## src/rtl/cnn1d_pkg.sv

```systemverilog
// Shared types and helpers for the cnn1d datapath.
// Samples are two's complement; cnn1d_max keeps its first argument on ties.
package cnn1d_pkg;

  localparam int DATA_WIDTH = 12;

  typedef logic signed [DATA_WIDTH-1:0] data_t;

  function automatic data_t cnn1d_max(input data_t a, input data_t b);
    if (b > a) begin
      return b;
    end else begin
      return a;
    end
  endfunction

endpackage

```

## src/rtl/maxpool1d_checker.sv

```systemverilog
// Protocol properties for the maxpool1d output handshake.
// Bound inside the top so every instance carries them.
module maxpool1d_checker
  import cnn1d_pkg::*;
(
  input logic                  clk,
  input logic                  rst,
  input logic                  in_ready,
  input logic                  out_valid,
  input logic                  out_ready,
  input logic [DATA_WIDTH-1:0] out_data,
  input logic                  out_last
);

  a_ready_rule: assert property (@(posedge clk) disable iff (rst)
    in_ready == (!out_valid || out_ready));

  // A stalled result must not move or vanish until it is taken.
  a_stall_hold: assert property (@(posedge clk) disable iff (rst)
    (out_valid && !out_ready) |=> (out_valid && $stable(out_data) && $stable(out_last)));

endmodule

```

## src/rtl/maxpool1d.sv

```systemverilog
// Streaming non-overlapping 1-D max pooling with ready/valid on both sides.
// A frame-end sample always closes the current window, even a partial one.
module maxpool1d
  import cnn1d_pkg::*;
#(
  parameter int POOL_SIZE = 2
) (
  input  logic                  clk,
  input  logic                  rst,
  input  logic [DATA_WIDTH-1:0] in_data,
  input  logic                  in_valid,
  input  logic                  in_last,
  output logic                  in_ready,
  output logic [DATA_WIDTH-1:0] out_data,
  output logic                  out_valid,
  output logic                  out_last,
  input  logic                  out_ready
);

  localparam int CNT_W = (POOL_SIZE > 1) ? $clog2(POOL_SIZE) : 1;
  localparam logic [CNT_W-1:0] CNT_LAST = CNT_W'(POOL_SIZE - 1);
  localparam logic [CNT_W-1:0] CNT_ZERO = {CNT_W{1'b0}};
  localparam logic [CNT_W-1:0] CNT_ONE  = CNT_W'(1);

  logic [CNT_W-1:0] cnt_r;
  data_t            max_q_r;
  data_t            out_data_r;
  logic             out_valid_r;
  logic             out_last_r;

  data_t            in_sample_s;
  data_t            candidate_s;
  logic             in_ready_s;
  logic             accept_s;
  logic             pop_s;
  logic             close_s;

  assign in_sample_s = data_t'(in_data);

  // Handshake decode and running-maximum candidate for this cycle
  always_comb begin
    in_ready_s = !out_valid_r || out_ready;
    accept_s   = in_valid && in_ready_s;
    pop_s      = out_valid_r && out_ready;
    if (cnt_r == CNT_ZERO) begin
      candidate_s = in_sample_s;
    end else begin
      candidate_s = cnn1d_max(max_q_r, in_sample_s);
    end
    if (accept_s && ((cnt_r == CNT_LAST) || in_last)) begin
      close_s = 1'b1;
    end else begin
      close_s = 1'b0;
    end
  end

  // Window state and the single output register
  always_ff @(posedge clk or posedge rst) begin
    if (rst) begin
      cnt_r       <= CNT_ZERO;
      max_q_r     <= data_t'(0);
      out_data_r  <= data_t'(0);
      out_valid_r <= 1'b0;
      out_last_r  <= 1'b0;
    end else if (accept_s) begin
      if (close_s) begin
        // Reload even when popping this same cycle: no bubble.
        out_data_r  <= candidate_s;
        out_last_r  <= in_last;
        out_valid_r <= 1'b1;
        cnt_r       <= CNT_ZERO;
      end else begin
        max_q_r <= candidate_s;
        cnt_r   <= cnt_r + CNT_ONE;
        if (pop_s) begin
          out_valid_r <= 1'b0;
        end
      end
    end else if (pop_s) begin
      out_valid_r <= 1'b0;
    end
  end

  assign in_ready  = in_ready_s;
  assign out_data  = out_data_r;
  assign out_valid = out_valid_r;
  assign out_last  = out_last_r;

  maxpool1d_checker u_checker (
    .clk       (clk),
    .rst       (rst),
    .in_ready  (in_ready_s),
    .out_valid (out_valid_r),
    .out_ready (out_ready),
    .out_data  (out_data_r),
    .out_last  (out_last_r)
  );

endmodule

```

## config.mk

```make
export PLATFORM = sky130hd
export DESIGN_NAME = maxpool1d
export DESIGN_NICKNAME = d
export VERILOG_FILES = /design/src/rtl/cnn1d_pkg.sv /design/src/rtl/maxpool1d_checker.sv /design/src/rtl/maxpool1d.sv
export SDC_FILE = /design/constraint.sdc
export NUM_CORES = 1
export LEC_CHECK = 0
export ABC_AREA = 1
export CAP_MARGIN = 30
export CORE_ASPECT_RATIO = 1.25
export CORE_MARGIN = 5
export CORE_UTILIZATION = 49
export DETAILED_ROUTE_END_ITERATION = 16
export DONT_BUFFER_PORTS = 1
export PLACE_DENSITY = 0.61
export SYNTH_ARGS = -nofsm -noshare
export SYNTH_HDL_FRONTEND = slang
export SYNTH_SLANG_ARGS = --single-unit
export TNS_END_PERCENT = 50
```

## constraint.sdc

```tcl
create_clock -name clk -period 2.25 [get_ports clk]
set_clock_uncertainty 0.05 [all_clocks]
set_input_delay 0.225 -clock clk [delete_from_list [all_inputs] [get_ports clk]]
set_output_delay 0.225 -clock clk [all_outputs]
set_load 0.02 [all_outputs]
```

---- Word level (Yosys, flattened, before mapping) ----
Index checks and enable logic that the tools add are counted.
storage, ports and cells
  register bits ........................... 27
  input port bits ......................... 17
cells by class
  add/subtract/negate cells ............... 1
  $lt $le $gt $ge ......................... 1
  muxes and demuxes ....................... 7
  bitwise operators ....................... 1
  reduce and logical (&&, ||, !) cells .... 8
operator list
  kind                   count
  $mux W12               2
  $gt A12 B12 Y1         1
  $mux W1                5
  $reduce_and A2 Y1      2
  $logic_and A1 B1 Y1    3
  $logic_or A1 B1 Y1     2
  $add A1 B1 Y1 const B  1
  $logic_not A1 Y1       1
  $not A1 Y1             1

---- Longest topological paths before layout ----
Gate-level depths: netlist (run 1).
  word-level depth ........................ 7
  depth in mapped cells ................... 17

---- Worst setup path after synthesis (run 1) ----
Ideal clock, no wire load.
  path type ............................... register -> register
  start ................................... register max_q_r[11]
  end ..................................... register max_q_r[11]
  setup time .............................. 116 ps
  arrival time ............................ 1,658 ps
  required time ........................... 2,084 ps
  path slack .............................. 427 ps
  cell stages (with the launch flop) ...... 13
  buffers on the path ..................... 1
  path through ............................ dfrtp_1 > inv_1 > ha_1 > a21o_1 > nor2_1 > nand4_1 > nand2_2 > nand2_4 > nand2_4 > buf_12 > nand2_4 > nand3_2 > nand2_2
between the ends
  longest elaborated chain between the ends .. 3
RTL lines
  item                    RTL line         RTL
  from (decl)             maxpool1d.sv:26  data_t max_q_r;
  from (signal assigned)  maxpool1d.sv:61  max_q_r <= data_t'(0);
  from (signal assigned)  maxpool1d.sv:73  max_q_r <= candidate_s;
  $gt A12 B12 Y1          cnn1d_pkg.sv:10  if (b > a) begin
  $mux W12 *              cnn1d_pkg.sv:10
  $mux W12 *              maxpool1d.sv:45  if (cnt_r == CNT_ZERO) begin
Every way passes the cells marked *; elsewhere a longest branch is shown, timed or not.
A chain may end at the register's enable or synchronous reset.

---- Final worst setup path (run 1) ----
  start ................................... register max_q_r[11]
  end ..................................... register out_data_r[8] (netlist: out_data[8])
between the ends
  longest elaborated chain between the ends .. 3
RTL lines
  item                  RTL line         RTL
  $gt A12 B12 Y1        cnn1d_pkg.sv:10
  $mux W12              cnn1d_pkg.sv:10
  $mux W12              maxpool1d.sv:45
  to (signal assigned)  maxpool1d.sv:62  out_data_r <= data_t'(0);
  to (signal assigned)  maxpool1d.sv:68  out_data_r <= candidate_s;
  to (decl)             maxpool1d.sv:27  data_t out_data_r;
Every way passes these cells.

==> results of run 1 <==
[registers in the layout (all words and copies together), names as in the netlist]
register	flops
cnt_r	1
max_q_r	12
out_data	12
out_last	1
out_valid	1
[layout by cell type (no fill, tap or decap), types with 3 or more instances in the layout]
| cell | instances |
|---|---|
| nand2_1 | 67 |
| inv_1 | 38 |
| nand3_1 | 34 |
| dfrtp_1 | 27 |
| nand2_4 | 11 |
| ha_1 | 11 |
| buf_4 | 8 |
| a21oi_1 | 4 |
| nand2_2 | 4 |
| nand3_2 | 3 |
| clkbuf_8 | 3 |
[logic make-up after synthesis]
kind of cell	synth area share, %
AOI/OAI and AO/OA	2.36
adders and majority gates	8.60
buffers and inverters	11.8
DFF	38.7
and+or+nand+nor	38.5
[report_power, final]
part / total [mW] / switching, mW / internal [mW]
registers: 1.02 / 0.307 / 0.708
clock network: 0.269 / 0.145 / 0.124
logic: 1.28 / 0.751 / 0.530
total: 2.56 / 1.20 / 1.36
[final timing paths]
path | start | slack (ns) | to
worst min-delay path | in_last | 0.08 | out_last
worst max-delay path | max_q_r[11] | 0.22 | out_data[8]
min in group asynchronous | rst | 0.40 | out_last
max in group asynchronous | rst | 1.17 | out_data[6]
worst max register to register | max_q_r[11] | 0.22 | out_data[8]
worst min register to register | max_q_r[4] | 0.44 | max_q_r[4]
[layout make-up]
type,instances,area [µm²]
Sequential cell,27,676
Timing Repair Buffer,11,110
Tap cell,39,48.8
Multi-Input combinational cell,146,895
Inverter,40,150
Fill cell,300,1530
Clock inverter,1,5.00
Clock buffer,3,41.3
[layer usage]
layer / up-vias / track usage [%] / share of wire [%]
met5: - / 0 / 0
met4: 0 / 6.86 / 2.5
met3: 10 / 2.78 / 4.6
met2: 34 / 27.8 / 54
met1: 658 / 17.9 / 39
li1: 697 / - / -
[timing repair]
action | CTS | global route
endpoints found under the setup margin | 0 | 24
resized for setup | 0 | 3
hold endpoints to repair | 15 | 0
buffers inserted | 0 | 7
hold buffers | 1 | 0
[metrics by stage]
step / utilization [%] / hold WS [ns] / cell area [µm²] / setup slack, ns / cells
global route: 55.8 / 0.139 / 1930 / 0.0417 / 267
finish: 55.8 / 0.0841 / 1930 / 0.220 / 267
detailed placement: 51.0 / 0.160 / 1760 / 0.0998 / 255
CTS: 52.6 / 0.0833 / 1820 / 0.0803 / 260
floorplan: - / 0.228 / 1750 / 0.427 / 220
global placement: 51.0 / 0.160 / 1760 / 0.198 / 255
==> qor.yml, run 1 <==
outcome:
  status: "complete, no violations"
synthesis:
  synth_top_cell_by_area: "dfrtp_1"
  post-synth-top-count-cell: "nand2_1"
  yosysTopAreaCellShare_pct: 38.7
  synth_common_cells: "nand2_1 (67), inv_1 (38), nand3_1 (34), dfrtp_1 (27), nand2_4 (13)"
  yosysSeqAreaShare_pct: 38.7
  synth-main-ff-cell: "dfrtp_1"
  synth.distinct_cells: 23
  synthArstFlopShare_pct: 100
  syn_nets: 249
  synth_area_leaders: "dfrtp_1 (39%), nand2_1 (14%), nand3_1 (9.7%)"
  yosysWarnings: 0
  avgSynthCellArea_um2: 7.94
  ys_seq_elements: 27
  synth_cells: 220
  synth_edf_count: 0
  synth_area_um2: 1750
clock_network:
  clockBufferDepth: 2
  clk_latency_ns: 0.27
  cts_sinks: 27
  cts_made_buffers: 3
  clk_pin_slew_ns: 0.09
  cts_tree: "yes"
  htreeDepth: 1
  clockRootBuffer: "clkbuf_8"
sta:
  slew_violations: 0
  fin_crit_ns: 2.03
  fmax_mhz: 493
  setup_viol_count_final: 0
  hold_violations: 0
  finalSetupTns_ns: 0
  worst_slew_pin_slew_ns: 0.650
  period_share_pct: 90.2
  relSlewSlack_pct: 56.6
  rsz0062_at_grt: "false"
setup_path:
  endpoint_kind: "flop"
  path_delay_family: "simple AND/OR/NAND/NOR gates"
  path_class: "reg -> reg"
  crit_chain: "inv_1, ha_4, a21o_1, nor2_1, nand4_1, nand2_2, nand2_8, nand2_8, buf_4, nand2_4, nand3_1, nand2_1"
  critPathBufInv: 2
  r2r_cells: 12
  worst-path-stages: 12
  slowest_delay_ns: 0.39
  critPathLaunchType: "flop"
  required_ns: 2.36
  crit_slowest_cell: "dfrtp_1"
  cp.arrival_ns: 2.14
  cp_common_cell: "nand2_8"
  cp_max_fo: 13
detailed_routing:
  remaining_drc_errors: 0
  vias: 1399
  routed_wirelength_um: 3730
  avgViaCountPerCell: 5.24
  drt_iter0_drc: 47
  drt_pass1_iterations: 4
  ant_nets: 0
  wl_per_cell_um: 14.0
power_and_ir_drop:
  leakagePower_nw: 1.10
  ir_drop_mv: 0.755
  finalPower_mw: 2.56
  power.density_nw_per_um2: 1330
place:
  dp_hpwl_um: 2900
  io_buffers: 0
  place_congestion: 0.840
global_route:
  grt_max_degree: 17
  antenna_found_initial: 0
  grt_pass1_vias: 1390
  track_usage_pct: 15.7
  overflow: 0
  grt_pass1_wl_um: 6300
die:
  die_area_um2: 4870
  io_pins: 32
  dieWidth_um: 63.4
  die_y_um: 76.8
  fp-row-count: 24
  start_util_pct: 50.6
  core-area_um2: 3450
worst_hold_path:
  holdCritPathClass: "in -> reg"
  min_path_cells: 2
job:
  drv_cap: 0
cells_and_area:
  area_delta_synth_final_pct: 10.2
  final_nets: 258
  drive_gt1_share_pct: 18.0
  antennaDiodeCount: 0
Power figures use the tool's default switching activity.
==> run 2, diff against run 1 <==
- CORE_MARGIN: 5 -> unset
- clock period: 2.25 -> 2.5 ns (I/O delays scaled with it)
==> run 2 against run 1 <==
  * First-iteration DRC count down 2.1%
  * Clock power is 7% lower
  * Die area decreased by 22%
  * Combinational power fell by 24%
  * Final area is 4.3% lower
  * Sequential power fell by 13%
  * Fmax down 4.6%
  * Utilization down 0.071 points
  * Non-clock buffer count shrank 6
  * Critical path depth is 3 higher
==> qor.yml, run 2 (synthesized netlist as in run 1, its figures left out) <==
detailed_routing:
  vias: 1329  # -5.0%
  drt_iter0_drc: 46  # -2.1%
  ant_nets: 0  # unchanged
  routed_wirelength_um: 3470  # -6.9%
  remaining_drc_errors: 0  # unchanged
  wl_per_cell_um: 13.4  # -4.0%
  drt_pass1_iterations: 4  # unchanged
  avgViaCountPerCell: 5.13  # -2.1%
global_route:
  track_usage_pct: 19.4  # +3.8 points
  grt_pass1_wl_um: 5710  # -9.3%
  overflow: 0  # unchanged
  grt_max_degree: 19  # +2
  grt_pass1_vias: 1351  # -2.8%
  antenna_found_initial: 0  # unchanged
setup_path:
  path_delay_family: "simple AND/OR/NAND/NOR gates"
  required_ns: 2.63  # +0.27 ns
  critPathLaunchType: "flop"
  endpoint_kind: "flop"
  cp.arrival_ns: 2.25  # +0.11 ns
  critPathBufInv: 2  # unchanged
  path_class: "reg -> reg"
  slowest_delay_ns: 0.35  # -0.04 ns
  cp_common_cell: "nand2_1"
  crit_chain: "inv_1, ha_1, nand2_1, inv_2, nand2_4, nor2_4, nand2_2, nand3_2, nand2_1, nand2_2, nand2_4, nand2_4, nand2_1, nand3_1, nand2_1"
  crit_slowest_cell: "dfrtp_1"
  cp_max_fo: 13  # unchanged
sta:
  worst_slew_pin_slew_ns: 0.454  # -0.196 ns
  fin_crit_ns: 2.13  # +0.0979 ns
  rsz0062_at_grt: "false"
  fmax_mhz: 470  # -4.6%
  period_share_pct: 85.1  # -5.1 points
  finalSetupTns_ns: 0  # unchanged
  setup_viol_count_final: 0  # unchanged
  relSlewSlack_pct: 69.7  # +13 points
  slew_violations: 0  # unchanged
  hold_violations: 0  # unchanged
die:
  dieWidth_um: 55.4  # -13%
  die_area_um2: 3810  # -22%
  io_pins: 32  # unchanged
  die_y_um: 68.8  # -10%
  fp-row-count: 23  # -4.2%
  start_util_pct: 52.8  # +2.2 points
  core-area_um2: 3310  # -4.2%
cells_and_area:
  layout_common_cells: "nand2_1 (67), inv_1 (38), nand3_1 (34)"
  antennaDiodeCount: 0  # unchanged
  fillers: 313  # +4.3%
  multi_input_area_um2: 865  # -3.4%
  drive_gt1_share_pct: 15.3  # -2.7 points
  final_common_cell: "nand2_1"
  area_delta_synth_final_pct: 5.52
  final_nets: 252  # -2.3%
  ff_latch_area_um2: 676  # unchanged
  postLayoutCoreUtil_pct: 55.7  # -0.071 points
clock_network:
  cts_tree: "yes"
  cts_made_buffers: 3  # unchanged
  cts_sinks: 27  # unchanged
  clockRootBuffer: "clkbuf_8"
  htreeDepth: 1  # unchanged
  clk_pin_slew_ns: 0.09  # about the same
  clockBufferDepth: 2  # unchanged
  cts_resized: 0  # unchanged
  clk_latency_ns: 0.28  # about the same
power_and_ir_drop:
  power.density_nw_per_um2: 1140  # -14%
  ir_drop_mv: 0.595  # -21%
  leakagePower_nw: 1.07  # -2.7%
place:
  io_buffers: 0  # unchanged
  dp_hpwl_um: 2700  # -7.0%
  place_congestion: 0.843  # +0.33%
outcome:
  status: "complete, no violations"
job:
  drv_cap: 0  # unchanged
worst_hold_path:
  holdCritPathClass: "in -> reg"
-- run 2: cell count changes in the layout (fill, tap and decap cells not counted), sizes merged --
cell,previous run,this run
buf,10,4
-- run 2: through the flow --
stage | setup slack (ns) | cells | hold slack [ns] | area [µm²] | total power, mW
final | 0.372 | 259 | 0.123 | 1840 | 2.11
after global routing | 0.135 | 259 | 0.143 | 1840 | 2.29
after CTS | 0.360 | 259 | 0.119 | 1840 | 2.13
after detailed placement | 0.379 | 254 | 0.114 | 1790 | 1.88
after global placement | 0.424 | 253 | 0.380 | 1760 | 1.84
after floorplan | 0.677 | 220 | 0.253 | 1750 | 1.74
-- run 2: path summary, 6_finish.rpt --
kind	start	to	slack, ns	cells past startpoint
max	max_q_r[11]	out_data[10]	0.37	15
min	in_last	out_last	0.12	2
max reg2reg	max_q_r[11]	out_data[10]	0.37	15
min reg2reg	max_q_r[8]	max_q_r[8]	0.44	2
max in group asynchronous	rst	max_q_r[5]	1.60	3
min in group asynchronous	rst	out_data[1]	0.36	2
-- run 2: cell type report --
type                            instances  area share [%]
Timing Repair Buffer                    5            3.26
Inverter                               40            8.15
Clock buffer                            3            2.24
Multi-Input combinational cell        146            46.9
Clock inverter                          1           0.272
Sequential cell                        27            36.7
Tap cell                               37            2.51
-- run 2: timing repair --
| action | in CTS | in global routing |
|---|---|---|
| hold buffers | 1 | 0 |
| setup buffers | 0 | 0 |
| hold endpoints to repair | 9 | 0 |
-- run 2: power breakdown --
group | switching (mW) | total, mW | internal, mW
clock network | 0.139 | 0.251 | 0.112
logic | 0.629 | 0.972 | 0.343
registers | 0.249 | 0.886 | 0.638
-- run 2: routing by layer --
layer,up-vias,global-route usage [%],part of all wire (%)
li1,682,-,-
met1,613,19.8,41
met4,0,7.19,1.5
met3,5,4.10,4.6
met2,29,39.2,53
met5,-,0,0
==> run 3, diff against run 2 <==
- PLACE_DENSITY: 0.61 -> 0.63
- TNS_END_PERCENT: 50 -> unset
- clock period: 2.5 -> 1.9 ns (I/O delays scaled with it)
==> run 3 against run 2 <==
  * Clock power increased by 38%
  * Utilization is 9.3 points higher
  * Critical path type unchanged
  * Largest cell class unchanged
  * Non-clock buffer count rose by 7
  * Total power is 62% higher
  * Sequential power increased by 34%
  * Sequential share of layout area down 5.2 points
  * Global-route usage up 2.4 points
  * First-iteration DRC count increased by 11%
  * Setup slack worse by 0.35 ns
  * Critical path depth decreased by 3
==> qor.yml, run 3 (synthesized netlist as in run 1, its figures left out) <==
detailed_routing:
  routed_wirelength_um: 3970  # +14%
  avgViaCountPerCell: 5.35  # +4.3%
  ant_nets: 0  # unchanged
  drt_pass1_iterations: 4  # unchanged
  remaining_drc_errors: 0  # unchanged
  vias: 1423  # +7.1%
  wl_per_cell_um: 14.9  # +11%
  drt_iter0_drc: 51  # +11%
sta:
  relSlewSlack_pct: 68.6  # -1.1 points
  hold_violations: 0  # unchanged
  finalSetupTns_ns: 0  # unchanged
  rsz0062_at_grt: "true"
  slew_violations: 0  # unchanged
  period_share_pct: 98.8  # +14 points
  fin_crit_ns: 1.88  # -0.250 ns
  setup_viol_count_final: 0  # unchanged
  final.setup.worst_slack_ns: 0.0220  # -0.350 ns
  holdWs_ns: 0.0512  # -0.0717 ns
  fmax_mhz: 532  # +13%
  worst_slew_pin_slew_ns: 0.470  # +0.0158 ns
global_route:
  antenna_found_initial: 0  # unchanged
  grt_pass1_vias: 1432  # +6.0%
  track_usage_pct: 21.8  # +2.4 points
  overflow: 0  # unchanged
  grt_max_degree: 17  # -2
  grt_pass1_wl_um: 6360  # +11%
die:
  die_area_um2: 3810  # unchanged
  fp-row-count: 23  # unchanged
  die_y_um: 68.8  # unchanged
  core-area_um2: 3310  # unchanged
  dieWidth_um: 55.4  # unchanged
  start_util_pct: 52.8  # unchanged
  io_pins: 32  # unchanged
cells_and_area:
  final_nets: 259  # +2.8%
  final_cells: 266  # +2.7%
  postLayoutCoreUtil_pct: 65.0  # +9.3 points
  antennaDiodeCount: 0  # unchanged
  fillers: 267  # -15%
  final_cell_area_um2: 2150  # +17%
  final_common_cell: "nand2_1"
  drive_gt1_share_pct: 35.8  # +20 points
  layout_common_cells: "nand2_1 (60), inv_1 (31), dfrtp_1 (27)"
  area_delta_synth_final_pct: 23.1
clock_network:
  clk_latency_ns: 0.28  # about the same
  clockRootBuffer: "clkbuf_8"
  cts_made_buffers: 3  # unchanged
  cts_sinks: 27  # unchanged
  clk_pin_slew_ns: 0.10  # about the same
  cts_tree: "yes"
  htreeDepth: 1  # unchanged
  clockBufferDepth: 2  # unchanged
setup_path:
  cp_max_fo: 6  # -7
  critPathLaunchType: "flop"
  cp.arrival_ns: 2.01  # -0.24 ns
  required_ns: 2.03  # -0.60 ns
  endpoint_kind: "flop"
  path_class: "reg -> reg"
place:
  place_congestion: 0.829  # -1.7%
  dpl_cell_area_um2: 1830  # +2.4%
  placed_cells: 259  # +2.0%
  dp_hpwl_um: 2840  # +5.1%
  io_buffers: 0  # unchanged
  dp_slack_ns: -0.0896  # -0.469 ns
job:
  drv_cap: 0  # unchanged
power_and_ir_drop:
  finalPower_mw: 3.41  # +62%
  leakagePower_nw: 1.13  # +5.3%
  power.density_nw_per_um2: 1580  # +38%
  ir_drop_mv: 0.852  # +43%
outcome:
  status: "complete, no violations"
worst_hold_path:
  holdCritPathClass: "in -> reg"
## run 3: metal layers
layer / vias up / share of wire [%] / track usage (%)
met1: 680 / 41 / 24.5
met3: 8 / 3.8 / 3.17
li1: 700 / - / -
met2: 35 / 54 / 41.9
met5: - / 0 / 0
met4: 0 / 1.9 / 9.06
## run 3: final cells by class
class / count / area (µm²) / share of cell area [%]
Tap cell: 37 / 46.3 / 2.15
Inverter: 40 / 150 / 6.98
Timing Repair Buffer: 12 / 125 / 5.82
Clock inverter: 1 / 7.51 / 0.349
Multi-Input combinational cell: 146 / 1100 / 51.4
Clock buffer: 3 / 41.3 / 1.92
Sequential cell: 27 / 676 / 31.4
## run 3: worst max-delay path: stages, from the launching register on
cell     delay (ns)
dfrtp_1        0.40
inv_2          0.09
ha_4           0.22
a21o_1         0.20
nor2_4         0.12
nand3_2        0.10
nand2_2        0.07
nand2_2        0.06
nand2_4        0.08
buf_6          0.12
nand3_1        0.11
nand3_2        0.11
nand2_1        0.05
## run 3: final timing paths
check / start / to / slack [ns] / cells past startpoint
setup / recovery: max_q_r[11] / max_q_r[5] / 0.02 / 12
hold / removal: in_last / out_last / 0.05 / 2
setup reg to reg: max_q_r[11] / max_q_r[5] / 0.02 / 12
hold reg to reg: max_q_r[4] / max_q_r[4] / 0.44 / 2
max in group asynchronous: rst / max_q_r[5] / 0.91 / 3
min in group asynchronous: rst / out_valid / 0.30 / 2
## run 3: power breakdown
part / leakage, nW / switching [mW] / internal [mW] / total (mW)
Clock: 0.0217 / 0.197 / 0.149 / 0.346
Sequential: 0.332 / 0.353 / 0.839 / 1.19
Combinational: 0.774 / 1.06 / 0.807 / 1.87
Total: 1.13 / 1.61 / 1.80 / 3.41
## run 3: what timing repair did
action | in CTS | in global routing
endpoints found under the setup margin | 24 | 24
hold endpoints to repair | 11 | 0
setup buffers | 0 | 2
gates resized for setup | 10 | 37
pin swaps | 0 | 13
hold buffers | 1 | 0
